[src/rtl/pulse_cmd_sender.sv]
// pulse_cmd_sender: host-side command sender for the pulse-board UART receiver.
// Queues (ctrl, data) commands in a small FIFO, sends each one as a 5-byte
// frame (data LSB first, then ctrl) through a byte-level UART, then waits for
// the receiver's 1-byte checksum echo and reports ok / checksum error / timeout.
//
// Ports:
//   clk, rst            master clock, synchronous active-high reset
//   cmd_valid/ready     command handshake; accepted when both high at posedge
//   cmd_ctrl, cmd_data  control byte and 32-bit value of the command
//   transmit, tx_byte   one-cycle send strobe and byte to the UART
//   is_transmitting     UART busy
//   received, rx_byte   UART byte-received strobe and byte
//   busy                frame in progress
//   done                one-cycle completion pulse, qualifies the three flags
//   ack_ok, err_checksum, err_timeout   command result, valid with done
//   echo_byte           last echo byte accepted while waiting for one
//   fifo_count          command FIFO occupancy
module pulse_cmd_sender #(
  parameter int unsigned FIFO_DEPTH     = 4,
  parameter int unsigned TIMEOUT_CYCLES = 2000000
) (
  input  logic                        clk,
  input  logic                        rst,
  input  logic                        cmd_valid,
  output logic                        cmd_ready,
  input  logic [7:0]                  cmd_ctrl,
  input  logic [31:0]                 cmd_data,
  output logic                        transmit,
  output logic [7:0]                  tx_byte,
  input  logic                        is_transmitting,
  input  logic                        received,
  input  logic [7:0]                  rx_byte,
  output logic                        busy,
  output logic                        done,
  output logic                        ack_ok,
  output logic                        err_checksum,
  output logic                        err_timeout,
  output logic [7:0]                  echo_byte,
  output logic [$clog2(FIFO_DEPTH):0] fifo_count
);

  localparam int unsigned AW = $clog2(FIFO_DEPTH);
  localparam int unsigned CW = AW + 1;
  localparam int unsigned TW = (TIMEOUT_CYCLES > 1) ? $clog2(TIMEOUT_CYCLES) : 1;
  localparam logic [CW-1:0] FULL_COUNT = CW'(FIFO_DEPTH);
  localparam logic [TW-1:0] TIMER_LAST = TW'(TIMEOUT_CYCLES - 1);

  typedef enum logic [2:0] {
    S_IDLE,
    S_SEND,
    S_WAIT_HI,
    S_WAIT_LO,
    S_WAIT_ECHO,
    S_REPORT
  } state_t;

  state_t          state;
  logic [39:0]     mem [FIFO_DEPTH];
  logic [AW-1:0]   wr_ptr;
  logic [AW-1:0]   rd_ptr;
  logic [CW-1:0]   count_nxt;
  logic            push;
  logic            pop;
  logic [39:0]     head;
  logic [7:0]      head_sum;
  logic [39:0]     frame_q;
  logic [7:0]      exp_sum;
  logic [2:0]      idx;
  logic [1:0]      hi_cnt;
  logic [TW-1:0]   timer;
  logic [7:0]      cur_byte;

  assign push = cmd_valid && cmd_ready;
  assign pop  = (state == S_IDLE) && (fifo_count != '0);
  assign head = mem[rd_ptr];
  assign head_sum = head[7:0] + head[15:8] + head[23:16] + head[31:24];

  // Occupancy after this cycle's push/pop; simultaneous push and pop cancel.
  always_comb begin
    count_nxt = fifo_count;
    case ({push, pop})
      2'b10:   count_nxt = fifo_count + CW'(1);
      2'b01:   count_nxt = fifo_count - CW'(1);
      default: count_nxt = fifo_count;
    endcase
  end

  // FIFO pointers, occupancy and registered ready.
  always_ff @(posedge clk) begin
    if (rst) begin
      wr_ptr     <= '0;
      rd_ptr     <= '0;
      fifo_count <= '0;
      cmd_ready  <= 1'b0;
    end else begin
      if (push) wr_ptr <= wr_ptr + AW'(1);
      if (pop)  rd_ptr <= rd_ptr + AW'(1);
      fifo_count <= count_nxt;
      cmd_ready  <= (count_nxt != FULL_COUNT);
    end
  end

  // FIFO storage: {ctrl, data}.
  always_ff @(posedge clk) begin
    if (push) mem[wr_ptr] <= {cmd_ctrl, cmd_data};
  end

  // Frame byte order: data LSB first, ctrl last.
  always_comb begin
    cur_byte = frame_q[39:32];
    case (idx)
      3'd0:    cur_byte = frame_q[7:0];
      3'd1:    cur_byte = frame_q[15:8];
      3'd2:    cur_byte = frame_q[23:16];
      3'd3:    cur_byte = frame_q[31:24];
      default: cur_byte = frame_q[39:32];
    endcase
  end

  // Frame sequencer; strobes and status flags default low every cycle.
  always_ff @(posedge clk) begin
    if (rst) begin
      state        <= S_IDLE;
      frame_q      <= '0;
      exp_sum      <= '0;
      idx          <= '0;
      hi_cnt       <= '0;
      timer        <= '0;
      transmit     <= 1'b0;
      tx_byte      <= '0;
      busy         <= 1'b0;
      done         <= 1'b0;
      ack_ok       <= 1'b0;
      err_checksum <= 1'b0;
      err_timeout  <= 1'b0;
      echo_byte    <= '0;
    end else begin
      transmit     <= 1'b0;
      done         <= 1'b0;
      ack_ok       <= 1'b0;
      err_checksum <= 1'b0;
      err_timeout  <= 1'b0;
      case (state)
        S_IDLE: begin
          if (pop) begin
            frame_q <= head;
            exp_sum <= head_sum;
            idx     <= '0;
            busy    <= 1'b1;
            state   <= S_SEND;
          end
        end
        S_SEND: begin
          if (!is_transmitting) begin
            tx_byte  <= cur_byte;
            transmit <= 1'b1;
            hi_cnt   <= '0;
            state    <= S_WAIT_HI;
          end
        end
        S_WAIT_HI: begin
          // Give the UART up to 4 cycles to raise busy before moving on.
          if (is_transmitting || hi_cnt == 2'd3) begin
            state <= S_WAIT_LO;
          end else begin
            hi_cnt <= hi_cnt + 2'd1;
          end
        end
        S_WAIT_LO: begin
          if (!is_transmitting) begin
            if (idx < 3'd4) begin
              idx   <= idx + 3'd1;
              state <= S_SEND;
            end else begin
              timer <= '0;
              state <= S_WAIT_ECHO;
            end
          end
        end
        S_WAIT_ECHO: begin
          timer <= timer + TW'(1);
          // An echo arriving on the expiry cycle still counts as an echo.
          if (received) begin
            echo_byte    <= rx_byte;
            done         <= 1'b1;
            ack_ok       <= (rx_byte == exp_sum);
            err_checksum <= (rx_byte != exp_sum);
            state        <= S_REPORT;
          end else if (timer == TIMER_LAST) begin
            done        <= 1'b1;
            err_timeout <= 1'b1;
            state       <= S_REPORT;
          end
        end
        S_REPORT: begin
          busy  <= 1'b0;
          state <= S_IDLE;
        end
        default: begin
          busy  <= 1'b0;
          state <= S_IDLE;
        end
      endcase
    end
  end

endmodule

[config.mk]
export PLATFORM = sky130hd
export DESIGN_NAME = pulse_cmd_sender
export DESIGN_NICKNAME = d
export VERILOG_FILES = /design/src/rtl/pulse_cmd_sender.sv
export SDC_FILE = /design/constraint.sdc
export NUM_CORES = 1
export LEC_CHECK = 0
export ABC_AREA = 1
export BUFFER_PORTS_ARGS = -buffer_cell sky130_fd_sc_hd__buf_2
export CAP_MARGIN = 15
export CORE_ASPECT_RATIO = 1.5
export CORE_UTILIZATION = 45
export CTS_CLUSTER_DIAMETER = 60
export CTS_CLUSTER_SIZE = 40
export DETAILED_ROUTE_END_ITERATION = 12
export GPL_TIMING_DRIVEN = 0
export PLACE_DENSITY_LB_ADDON = 0.25
export SYNTH_ARGS = -nofsm -noshare
export SYNTH_HDL_FRONTEND = slang
export SYNTH_SLANG_ARGS = --single-unit
[constraint.sdc]
create_clock -name clk -period 4.67 [get_ports clk]
set_clock_uncertainty 0.2 [all_clocks]
set_input_delay 0.7005 -clock clk [delete_from_list [all_inputs] [get_ports clk]]
set_output_delay 0.7005 -clock clk [all_outputs]
set_load 0.005 [all_outputs]
==> summary.md <==
| Metric | Value |
|---|---|
| Unrepaired setup endpoints after global routing | no |
| Lkg Pwr | 5.092 nW |
| Site row count | 72 |
| Portion of synthesized cell area occupied by the leading cell type | 40.73% |
| Kind of end point of the critical path | register |
| Clock Pin Slew Worst Setup and Hold Paths | 0.13 ns |
| Number of hold violations in the final report | 0 |
| Die Outline Area | 26,880 um^2 |
| Pre-CTS setup slack | 0.5393 ns |
| Worst path top cell family by delay | adder cells |
| Final cycle utilization of the critical path | 88.82% |
| Routed Antenna Nets | 0 |
| Number of setup buffers added after CTS | 0 |
| Hold path cells | 1 |
| Master cell of the clock root buffer | sky130_fd_sc_hd__clkbuf_16 |
| Total gr overflow | 0 |
| Synthesized instance count | around 1,200 |
| Worst hold-check slack | 0.1776 ns |
| Fraction of final layout cells sized beyond drive strength 1 | between 15 and 20% |
| Largest fanout on the critical path | 10 |
| Starting density of the core | 45.78% |
| HP Class | input port to register |
| Fmax | 0.2411 GHz |
| Clock latency on the worst-skew pair | 0.52 ns |
| Count of vias placed by the detailed router | 8,768 |
| Total of buffers placed on input and output ports | 77 |
| Cell-by-cell trace of the critical path | buf_4 -> inv_2 -> buf_4 -> buf_2 -> o21ai_0 -> o22ai_1 -> fa_1 -> fa_1 -> ha_1 -> inv_1 -> fa_1 -> inv_1 -> nand3_1 -> nand3_1 -> nand2_1 -> nand2_1 -> inv_1 -> nand2_1 -> nand3_1 -> nand2_1 -> inv_1 |
| Post-route insts no fill | around 1,600 |
| Maximum VDD drop | 0.0004835 V |
| Required @ worst endpoint | 4.90 ns |
| Number of cells after detailed placement | 1,606 |
| Mean Syn Cell Area | between 9 and 10 um^2 |
| Top cells by area in the synthesized netlist | sky130_fd_sc_hd__edfxtp_1, sky130_fd_sc_hd__dfxtp_1, sky130_fd_sc_hd__nand2_1, sky130_fd_sc_hd__nor2_1, sky130_fd_sc_hd__a21oi_1 |
| WP data arrival | 4.38 ns |
| Total inserted antenna cells | 0 |
| Share of synthesized registers carrying an async set or reset | 0% |
| DR DRC count | 0 |
| Final Slew Violations | 0 |
| DRC marker count from the first detailed-route iteration | 546 |
| Summed negative setup slack over all endpoints | 0 ns |
| Via count of the first global-routing pass | 8,611 |
| Dominant register cell in the synthesized netlist | sky130_fd_sc_hd__edfxtp_1 |
| Finished Core Util | 51.47% |
| Min cycle time layout | 4.148 ns |
| Mean routed wirelength per cell | 17.61 um |
| Power Total | between 9 and 10 mW |
| Number of buffer and inverter stages on the critical path | 8 |
| Cells resized by post-CTS repair | 0 |
| Die Width | 134.2 um |
| Worst-case headroom to the max-slew limit | 56.94% |
| Distinct cells, synth | 46 |
| Count of synthesis-stage warnings from yosys | 0 |
| Wire length reported by the detailed router | 28,720 um |
| NumNets Final | around 1,400 |
| Placer's final routability congestion estimate | 0.9089 |
| Part of the Yosys area used for sequential elements | 59.23% |
| DR pass1 iterations | 5 |
| Type of the setup path with the least slack | register to register |
| CTS Buffer Depth | 3 |
| Path depth of the worst reg2reg path | 21 |
| Core footprint | roughly 26,000 um^2 |
| Hold buffer count at cts | 0 |
| Highest-delay cell along the critical path | sky130_fd_sc_hd__fa_1 |
| TritonCTS clock tree | built |
| Final Worst Setup Slack | 0.5219 ns |
| Maximum number of pins on one net before global-route repair | 40 |
| Biggest cell delay along the critical path | 0.55 ns |
| Max_cap viols | 0 |
| Number of antenna violations at the first check in global routing | 0 |
| Area of placed instances | 12,710 um^2 |
| Y dimension of the die | 200.3 um |
| First-pass GRT wire length | 45,720 um |
| # IOs | 79 |
| Net count after synthesis | 1,279 |
| Final non-filler cell area | 13,260 um^2 |
| Total number of cells along the worst setup path | 21 |
| Synth Register Bits | 269 |
| CTS sink count | 269 |
| Library cell occupying the most area in the post-synthesis netlist | sky130_fd_sc_hd__edfxtp_1 |
| DP HPWL | 20,670 um |
| Number of synthesized flops with an enable pin | 160 |
| Nature of the critical path startpoint | register |
| Total track usage | 21.69% |
| CTS H-tree depth | 1 |
| Result of the run | finished, final reports clean |
| Inserted Clock Buffers | 15 |
| Synthesized cell area | around 12,000 um^2 |
| Final Setup Violations | 0 |
| Worst slew pin tran | 0.6458 ns |
| Drt via density | 5.376 |
| Area growth from synthesis to layout | 12.43% |
| P per Cell Area | approximately 700 nW/um^2 |
==> final timing paths <==
kind	from	to	slack [ns]
worst max-delay path	register	exp_sum[7]	0.52
worst min-delay path	cmd_data[4]	mem[0][4]	0.18
worst max register to register	register	exp_sum[7]	0.52
worst min register to register	echo_byte[3]	echo_byte[3]	0.27
==> metal layers <==
metal	GRT usage (%)	share of wire, %	vias to the layer above
li1	-	-	4263
met5	0	0	-
met2	40.03	52	239
met4	7.143	2.8	0
met3	2.303	4.3	48
met1	25.94	41	4218
==> sequential cells by signal, indices dropped and copies added, names as in the netlist, 3 cells and up, named ones only <==
name,count
idx,3
echo_byte,8
exp_sum,8
tx_byte,8
state,3
fifo_count,3
mem,160
frame_q,40
timer,21
==> power breakdown <==
group          internal [mW]  switching [mW]  leakage [nW]
Clock                  0.683           0.919         0.265
Sequential              2.89           0.189          2.34
Combinational           1.58            2.77          2.48
Total                   5.15            3.88          5.09
==> cells in the mapped netlist, types with 2 or more instances <==
cell type	n
sky130_fd_sc_hd__nand2_1	217
sky130_fd_sc_hd__edfxtp_1	160
sky130_fd_sc_hd__nor2_1	129
sky130_fd_sc_hd__dfxtp_1	109
sky130_fd_sc_hd__inv_1	97
sky130_fd_sc_hd__a21oi_1	92
sky130_fd_sc_hd__o21ai_0	79
sky130_fd_sc_hd__nand3_1	57
sky130_fd_sc_hd__buf_2	29
sky130_fd_sc_hd__o21ai_1	24
sky130_fd_sc_hd__ha_1	19
sky130_fd_sc_hd__nand4_1	18
sky130_fd_sc_hd__a32o_1	17
sky130_fd_sc_hd__fa_1	15
sky130_fd_sc_hd__o22ai_1	11
sky130_fd_sc_hd__a31oi_1	10
sky130_fd_sc_hd__clkbuf_1	10
sky130_fd_sc_hd__nand2_2	10
sky130_fd_sc_hd__o31ai_1	10
sky130_fd_sc_hd__nor3_1	9
sky130_fd_sc_hd__inv_2	8
sky130_fd_sc_hd__buf_6	6
sky130_fd_sc_hd__nor3_2	6
sky130_fd_sc_hd__nor2_2	5
sky130_fd_sc_hd__xnor2_1	5
sky130_fd_sc_hd__xor2_1	5
sky130_fd_sc_hd__buf_1	4
sky130_fd_sc_hd__buf_4	4
sky130_fd_sc_hd__or2_2	4
sky130_fd_sc_hd__nand3_2	3
sky130_fd_sc_hd__clkinv_1	2
sky130_fd_sc_hd__inv_4	2
sky130_fd_sc_hd__nor3_4	2
sky130_fd_sc_hd__nor3b_2	2
==> cells by family (layout without fill, tap and decap cells) <==
family                   Yosys count  in the layout  synth area share [%]
AND/OR/NAND/NOR                  467            467                 17.44
flip-flops                       269            269                 59.23
AO/OA/AOI/OAI                    249            249                 11.92
buffers and inverters            162            268                 6.015
adder cells (fa/ha/maj)           34             34                 4.561
XOR/XNOR                          10             10                0.7425
multiplexers                       1              1               0.08487
==> area by class of cell <==
cell class                 count  area (um^2)
multi-input combinational    761         4129
sequential                   269         6987
timing repair buffer          81        465.4
clock buffer                  15        375.4
tap                          333        416.7
clock inverter                10        178.9
fill                        2360        12500
inverter                     109        414.1
buffer                        53        295.3
==> placed cells by master, fill, tap and decap left out, drive strengths merged <==
cell    netlist  routed
a211oi        1       1
o31ai        10      10
a21oi        92      92
o21bai        1       1
nor2        135     135
clkbuf       10      25
o21ai       104     104
xnor2         5       5
edfxtp      160     160
fa           15      15
clkinv        2       4
mux2i         1       1
nor3b         3       3
nand2       228     228
a31oi        10      10
nor3         17      17
o211a         1       1
xor2          5       5
o211ai        1       1
a21o          1       1
a32o         17      17
nand3        60      60
nand4        19      19
ha           19      19
buf          43     124
dfxtp       109     109
inv         107     115
o22ai        11      11
and2          1       1
or2           4       4
No activity file was read; power rests on OpenSTA's default activity.
